<file path="config.mk">
export PLATFORM = sky130hd
export DESIGN_NAME = write_back_flat
export DESIGN_NICKNAME = d
export VERILOG_FILES = /design/src/rtl/write_back_pkg.sv /design/src/rtl/write_back_if.sv /design/src/rtl/write_back_regfile_array.sv /design/src/rtl/write_back.sv /design/src/flat_wrapper.sv
export SDC_FILE = /design/constraint.sdc
export NUM_CORES = 1
export LEC_CHECK = 0
export ABC_AREA = 1
export CELL_PAD_IN_SITES_DETAIL_PLACEMENT = 0
export CELL_PAD_IN_SITES_GLOBAL_PLACEMENT = 2
export CORE_ASPECT_RATIO = 1.1
export CORE_MARGIN = 4
export CORE_UTILIZATION = 34
export DETAILED_ROUTE_END_ITERATION = 8
export GPL_ROUTABILITY_DRIVEN = 0
export PLACE_DENSITY_LB_ADDON = 0.1
export SLEW_MARGIN = 0
export SYNTH_ARGS = -nofsm -noshare
export SYNTH_HDL_FRONTEND = slang
export SYNTH_SLANG_ARGS = --single-unit
</file>
<file path="constraint.sdc">
create_clock -name clk -period 2.6 [get_ports clk]
set_input_delay 0.52 -clock clk [delete_from_list [all_inputs] [get_ports clk]]
set_output_delay 0.52 -clock clk [all_outputs]
set_load 0.01 [all_outputs]
</file>
<file path="src/rtl/write_back_pkg.sv">
// Shared types and sizes for the write-back stage and its register file.
package write_back_pkg;

  localparam int unsigned REG_CNT = 8;
  localparam int unsigned REG_AW  = 3;

  typedef enum logic {
    IDLE      = 1'b0,
    LOAD_WAIT = 1'b1
  } wb_state_t;

endpackage

</file>
<file path="src/rtl/write_back_if.sv">
// Bus between the pipeline (read/execute stages, data memory) and the
// write-back stage. master = pipeline side, slave = write_back.
interface write_back_if
  import write_back_pkg::*;
#(
  parameter int D_SIZE = 32
);
  logic [REG_AW-1:0] raddr_1;
  logic [REG_AW-1:0] raddr_2;
  logic [D_SIZE-1:0] rdata_1;
  logic [D_SIZE-1:0] rdata_2;
  logic              ex_valid;
  logic              ex_is_load;
  logic [REG_AW-1:0] ex_dest;
  logic [D_SIZE-1:0] ex_result;
  logic              mem_rvalid;
  logic [D_SIZE-1:0] mem_rdata;
  logic              stall;
  logic              wb_valid;
  logic [REG_AW-1:0] wb_addr;

  modport master (
    output raddr_1, raddr_2, ex_valid, ex_is_load, ex_dest, ex_result,
           mem_rvalid, mem_rdata,
    input  rdata_1, rdata_2, stall, wb_valid, wb_addr
  );

  modport slave (
    input  raddr_1, raddr_2, ex_valid, ex_is_load, ex_dest, ex_result,
           mem_rvalid, mem_rdata,
    output rdata_1, rdata_2, stall, wb_valid, wb_addr
  );
endinterface

</file>
<file path="src/rtl/write_back_regfile_array.sv">
// 8 x D_SIZE architectural register file: two combinational read ports,
// one synchronous write port, synchronous clear on reset. No hardwired zero.
module regfile_array
  import write_back_pkg::*;
#(
  parameter int D_SIZE = 32
) (
  input  logic              clk,
  input  logic              rst,
  input  logic              we,
  input  logic [REG_AW-1:0] waddr,
  input  logic [D_SIZE-1:0] wdata,
  input  logic [REG_AW-1:0] raddr_1,
  input  logic [REG_AW-1:0] raddr_2,
  output logic [D_SIZE-1:0] rdata_1,
  output logic [D_SIZE-1:0] rdata_2
);

  logic [D_SIZE-1:0] mem [REG_CNT];

  // Storage: clear on reset, otherwise single write per cycle.
  always_ff @(posedge clk) begin
    if (rst) begin
      for (int unsigned i = 0; i < REG_CNT; i++) mem[i] <= '0;
    end else if (we) begin
      mem[waddr] <= wdata;
    end
  end

  assign rdata_1 = mem[raddr_1];
  assign rdata_2 = mem[raddr_2];

endmodule

</file>
<file path="src/rtl/write_back.sv">
// Write-back stage: captures execute results or load data into the wb
// register, commits it to the register file one cycle later, and stalls the
// pipeline while a load waits for memory.
// Optional feature macro: WB_BYPASS_EN (forward the pending wb register to
// the read ports).
module write_back
  import write_back_pkg::*;
#(
  parameter int D_SIZE = 32
) (
  input  logic         clk,
  input  logic         rst,
  write_back_if.slave  bus
);

  wb_state_t         state_q, state_d;
  logic              wb_valid_q, wb_valid_d;
  logic [REG_AW-1:0] wb_addr_q, wb_addr_d;
  logic [D_SIZE-1:0] wb_data_q, wb_data_d;
  logic [REG_AW-1:0] pend_dest_q, pend_dest_d;
  logic              stall_c;
  logic [D_SIZE-1:0] arr_rdata_1, arr_rdata_2;

  // State, wb register and pending load destination.
  always_ff @(posedge clk) begin
    if (rst) begin
      state_q     <= IDLE;
      wb_valid_q  <= 1'b0;
      wb_addr_q   <= '0;
      wb_data_q   <= '0;
      pend_dest_q <= '0;
    end else begin
      state_q     <= state_d;
      wb_valid_q  <= wb_valid_d;
      wb_addr_q   <= wb_addr_d;
      wb_data_q   <= wb_data_d;
      pend_dest_q <= pend_dest_d;
    end
  end

  // Next state, wb capture and stall; wb_addr/wb_data hold when no write.
  always_comb begin
    state_d     = state_q;
    wb_valid_d  = 1'b0;
    wb_addr_d   = wb_addr_q;
    wb_data_d   = wb_data_q;
    pend_dest_d = pend_dest_q;
    stall_c     = 1'b0;
    unique case (state_q)
      IDLE: begin
        if (bus.ex_valid) begin
          if (!bus.ex_is_load) begin
            wb_valid_d = 1'b1;
            wb_addr_d  = bus.ex_dest;
            wb_data_d  = bus.ex_result;
          end else if (bus.mem_rvalid) begin
            wb_valid_d = 1'b1;
            wb_addr_d  = bus.ex_dest;
            wb_data_d  = bus.mem_rdata;
          end else begin
            pend_dest_d = bus.ex_dest;
            state_d     = LOAD_WAIT;
            stall_c     = 1'b1;
          end
        end
      end
      LOAD_WAIT: begin
        if (bus.mem_rvalid) begin
          wb_valid_d = 1'b1;
          wb_addr_d  = pend_dest_q;
          wb_data_d  = bus.mem_rdata;
          state_d    = IDLE;
        end else begin
          stall_c = 1'b1;
        end
      end
      default: state_d = IDLE;
    endcase
  end

  regfile_array #(.D_SIZE(D_SIZE)) u_regfile (
    .clk     (clk),
    .rst     (rst),
    .we      (wb_valid_q),
    .waddr   (wb_addr_q),
    .wdata   (wb_data_q),
    .raddr_1 (bus.raddr_1),
    .raddr_2 (bus.raddr_2),
    .rdata_1 (arr_rdata_1),
    .rdata_2 (arr_rdata_2)
  );

`ifdef WB_BYPASS_EN
  assign bus.rdata_1 = (wb_valid_q && (wb_addr_q == bus.raddr_1)) ? wb_data_q : arr_rdata_1;
  assign bus.rdata_2 = (wb_valid_q && (wb_addr_q == bus.raddr_2)) ? wb_data_q : arr_rdata_2;
`else
  assign bus.rdata_1 = arr_rdata_1;
  assign bus.rdata_2 = arr_rdata_2;
`endif

  assign bus.stall    = stall_c;
  assign bus.wb_valid = wb_valid_q;
  assign bus.wb_addr  = wb_addr_q;

endmodule

</file>
<file path="src/flat_wrapper.sv">
// flat-port wrapper written by rule: the top's interface ports become plain ports
module write_back_flat import write_back_pkg::*;
#(
  parameter int D_SIZE = 32
)
  (clk, rst, bus_raddr_1, bus_raddr_2, bus_ex_valid, bus_ex_is_load, bus_ex_dest, bus_ex_result, bus_mem_rvalid, bus_mem_rdata, bus_rdata_1, bus_rdata_2, bus_stall, bus_wb_valid, bus_wb_addr);
  write_back_if #(.D_SIZE(D_SIZE)) bus_i ();
  input  logic clk;
  input  logic rst;
  input wire logic [$bits(bus_i.raddr_1)-1:0] bus_raddr_1;
  input wire logic [$bits(bus_i.raddr_2)-1:0] bus_raddr_2;
  input wire logic [$bits(bus_i.ex_valid)-1:0] bus_ex_valid;
  input wire logic [$bits(bus_i.ex_is_load)-1:0] bus_ex_is_load;
  input wire logic [$bits(bus_i.ex_dest)-1:0] bus_ex_dest;
  input wire logic [$bits(bus_i.ex_result)-1:0] bus_ex_result;
  input wire logic [$bits(bus_i.mem_rvalid)-1:0] bus_mem_rvalid;
  input wire logic [$bits(bus_i.mem_rdata)-1:0] bus_mem_rdata;
  output wire logic [$bits(bus_i.rdata_1)-1:0] bus_rdata_1;
  output wire logic [$bits(bus_i.rdata_2)-1:0] bus_rdata_2;
  output wire logic [$bits(bus_i.stall)-1:0] bus_stall;
  output wire logic [$bits(bus_i.wb_valid)-1:0] bus_wb_valid;
  output wire logic [$bits(bus_i.wb_addr)-1:0] bus_wb_addr;
  assign bus_i.raddr_1 = bus_raddr_1;
  assign bus_i.raddr_2 = bus_raddr_2;
  assign bus_i.ex_valid = bus_ex_valid;
  assign bus_i.ex_is_load = bus_ex_is_load;
  assign bus_i.ex_dest = bus_ex_dest;
  assign bus_i.ex_result = bus_ex_result;
  assign bus_i.mem_rvalid = bus_mem_rvalid;
  assign bus_i.mem_rdata = bus_mem_rdata;
  assign bus_rdata_1 = bus_i.rdata_1;
  assign bus_rdata_2 = bus_i.rdata_2;
  assign bus_stall = bus_i.stall;
  assign bus_wb_valid = bus_i.wb_valid;
  assign bus_wb_addr = bus_i.wb_addr;
  write_back #(.D_SIZE(D_SIZE)) u_core (.clk(clk), .rst(rst), .bus(bus_i));
endmodule
</file>
==> results.toml <==
[worst_setup_path]
path_max_fanout = 36
end_kind = "output pin"
path_cells = "buf_4, buf_12, buf_12, nand2_1, nand3_1, nand2_1, nand2_1, nand2_1, clkdlybuf4s50_1"
arrival_ns = 2.04
r2r_slack_ns = 0.96
cp_common_cell = "nand2_1"
crit_path_top_delay_cell = "clkdlybuf4s50_1"
crit_type = "input pin to output pin"
worstPathRequired_ns = 2.08
start_kind = "input pin"
max_stage_delay_ns = 0.57

[finish]
fillers = 4996
final_layout_size_suffix_gt1_frac = 0.0570
nNetsFinal = 2543
multiInputGateArea_um2 = 6550
final_common_cell = "nand2_1"
finish.utilization = 0.423
area_growth_pct = 22.7
register_area_um2 = 8490
mostFrequentLayoutCells = "896 x nand2_1, 374 x nor2_1, 301 x inv_1"
num_antenna_cells = 0
stdcell_count = 3143

[clock_tree]
path_clk_slew_ns = 0.05
ctsHtreeMaxLevel = 2
cts_tree = "built"
cts_buffer_depth = 3
clock_latency_ns = 0.52
cts_inserted_buffers = 36
cts_setup_buffers = 0
cts_root_buf = "clkbuf_16"
cts.sink_count = 296
cts-hold-fix-buffers = 0

[logic_synthesis]
synthCells = 2346
synth_top_area_frac = 0.455
synth_fp_nets = 2424
yosys_warnings = 0
synth_area_leaders = "edfxtp_1 46%, nand2_1 20%, nand3_1 8.5%"
synth_cell_type_count = 19
ys_ff_latch = 296
synth.cell_area_um2 = 16900
postSynthAreaPerCell_um2 = 7.20
ys_seq_area_frac = 0.503
yosysTopAreaCell = "edfxtp_1"

[drt]
route.vias.total = 15154
drc = 0
routed_wl_um = 59400
ant_nets = 0
drtIter0Drc = 1261
wire_per_inst_um = 18.9
viasPerCell = 4.82
drt_pass1_iterations = 5

[floorplanning]
die-area_um2 = 53300
start_util = 0.344
rows = 85
die_h_um = 242
dieWidth_um = 221
placeableCoreArea_um2 = 49000
ioPinCount = 147

[power_and_ir_drop]
power.internal_w = 0.00897
p_switching_w = 0.00332
p_total_w = 0.0123
seqPwrFrac = 0.445
power_leakage_nw = 9.66
peakVddDrop_uv = 318
power_per_cell_area_nw_per_um2 = 592
power_frac_clock = 0.388
combPwrFrac = 0.167
swShare = 0.270

[grt]
grt_pass1_vias = 14575
met3_usage = 0.0377
top_usage_layer = "met2"
antenna_found_initial = 0
grt_pass1_wl_um = 89900
overflow = 0
grt_max_degree = 41
grt_use_total = 0.219
use_met1 = 0.310
grtUsageMet2 = 0.355

[timing]
fin_ws_ns = 0.0449
hold_viol_final = 0
worst_pin_slew_ns = 0.664
slew_headroom = 0.558
tns_ns = 0
layout_min_cycle_time_ns = 2.56
max_freq_mhz = 391
slew_violations = 0
rsz0062_at_grt = "no"
post-route-period-util = 0.983
setup_violations = 0
skew_ns = 0.0148

[min_path]
hold_path.class = "register to register"

[placed_design]
place_hpwl_um = 36800
dpl_worst_slack_ns = -0.0386
io_buffers = 146
placed_cells = 3077

[flow_run]
maxCapViolations = 0

[run_status]
outcome = "completed"
[sequential cells by signal, summed over array words and instances, names as in the netlist]
signal / cells
u_core.wb_data_q: 32
u_core.u_regfile.mem: 256
u_core.bus.wb_addr: 3
u_core.bus.wb_valid: 1
u_core.pend_dest_q: 3
u_core.state_q: 1
[synth_stat cells]
cell and number:
buf_1 12, buf_2 97, buf_4 1, buf_6 6
clkbuf_1 26, dfxtp_1 40, edfxtp_1 256, inv_1 304
inv_2 2, nand2_1 896, nand3_1 288, nand3b_1 32
nand4_1 3, nor2_1 374, nor2_4 3, nor2_8 1
nor3_1 1, o21ai_0 3, o21ai_2 1
[what timing repair did]
action                     in CTS  in global routing
cloned                          1                  1
gates resized for setup         2                 11
setup endpoints to repair       6                 26
[path summary, 6_finish.rpt]
kind                                             from                           to  cells past startpoint
worst max-delay path                   bus_raddr_1[0]               bus_rdata_1[1]                      9
worst min-delay path            u_core.pend_dest_q[2]        u_core.pend_dest_q[2]                      2
worst max register to register  u_core.bus.wb_addr[0]  u_core.u_regfile.mem[3][27]                      5
worst min register to register  u_core.pend_dest_q[2]        u_core.pend_dest_q[2]                      2
[worst max-delay path: cells and delay by family]
family / cells / cell delay (ns)
simple gates: 5 / 0.43
buf+inv: 4 / 1.04
[kinds of logic after synthesis]
logic type,share of synthesized area
AO/OA/AOI/OAI,0.00141
AND/OR/NAND/NOR,0.386
buffers and inverters,0.110
flip-flops,0.503
[power groups by stage]
stage | logic, W | registers (W) | clock network [W]
after floorplan | 0.00111 | 0.00552 | 0
after detailed placement | 0.00205 | 0.00557 | 0
after CTS | 0.00207 | 0.00547 | 0.00486
after global routing | 0.00227 | 0.00549 | 0.00505
after global placement | 0.00205 | 0.00556 | 0
final | 0.00205 | 0.00547 | 0.00476
[metal layers]
layer	share of wire	vias to the layer above	routed length, µm
li1	-	7468	-
met1	0.45	7109	26800
met2	0.46	503	27500
met3	0.067	74	3980
met4	0.019	0	1110
met5	0	-	0
[through the flow]
step           instance area (µm²)  hold slack, ns
2_1_floorplan                16900           0.440
3_3_place_gp                 19500           0.458
3_5_place_dp                 19500           0.471
4_1_cts                      20700           0.483
5_1_grt                      20700           0.497
6_report                     20700           0.477
[area by class of cell]
type / count / area share
timing repair buffer: 223 / 0.126
clock inverter: 15 / 0.00489
multi-input combinational: 1602 / 0.316
clock buffer: 49 / 0.0488
sequential: 296 / 0.409
tap: 652 / 0.0394
inverter: 306 / 0.0558
No activity file was read; power rests on OpenSTA's default activity.
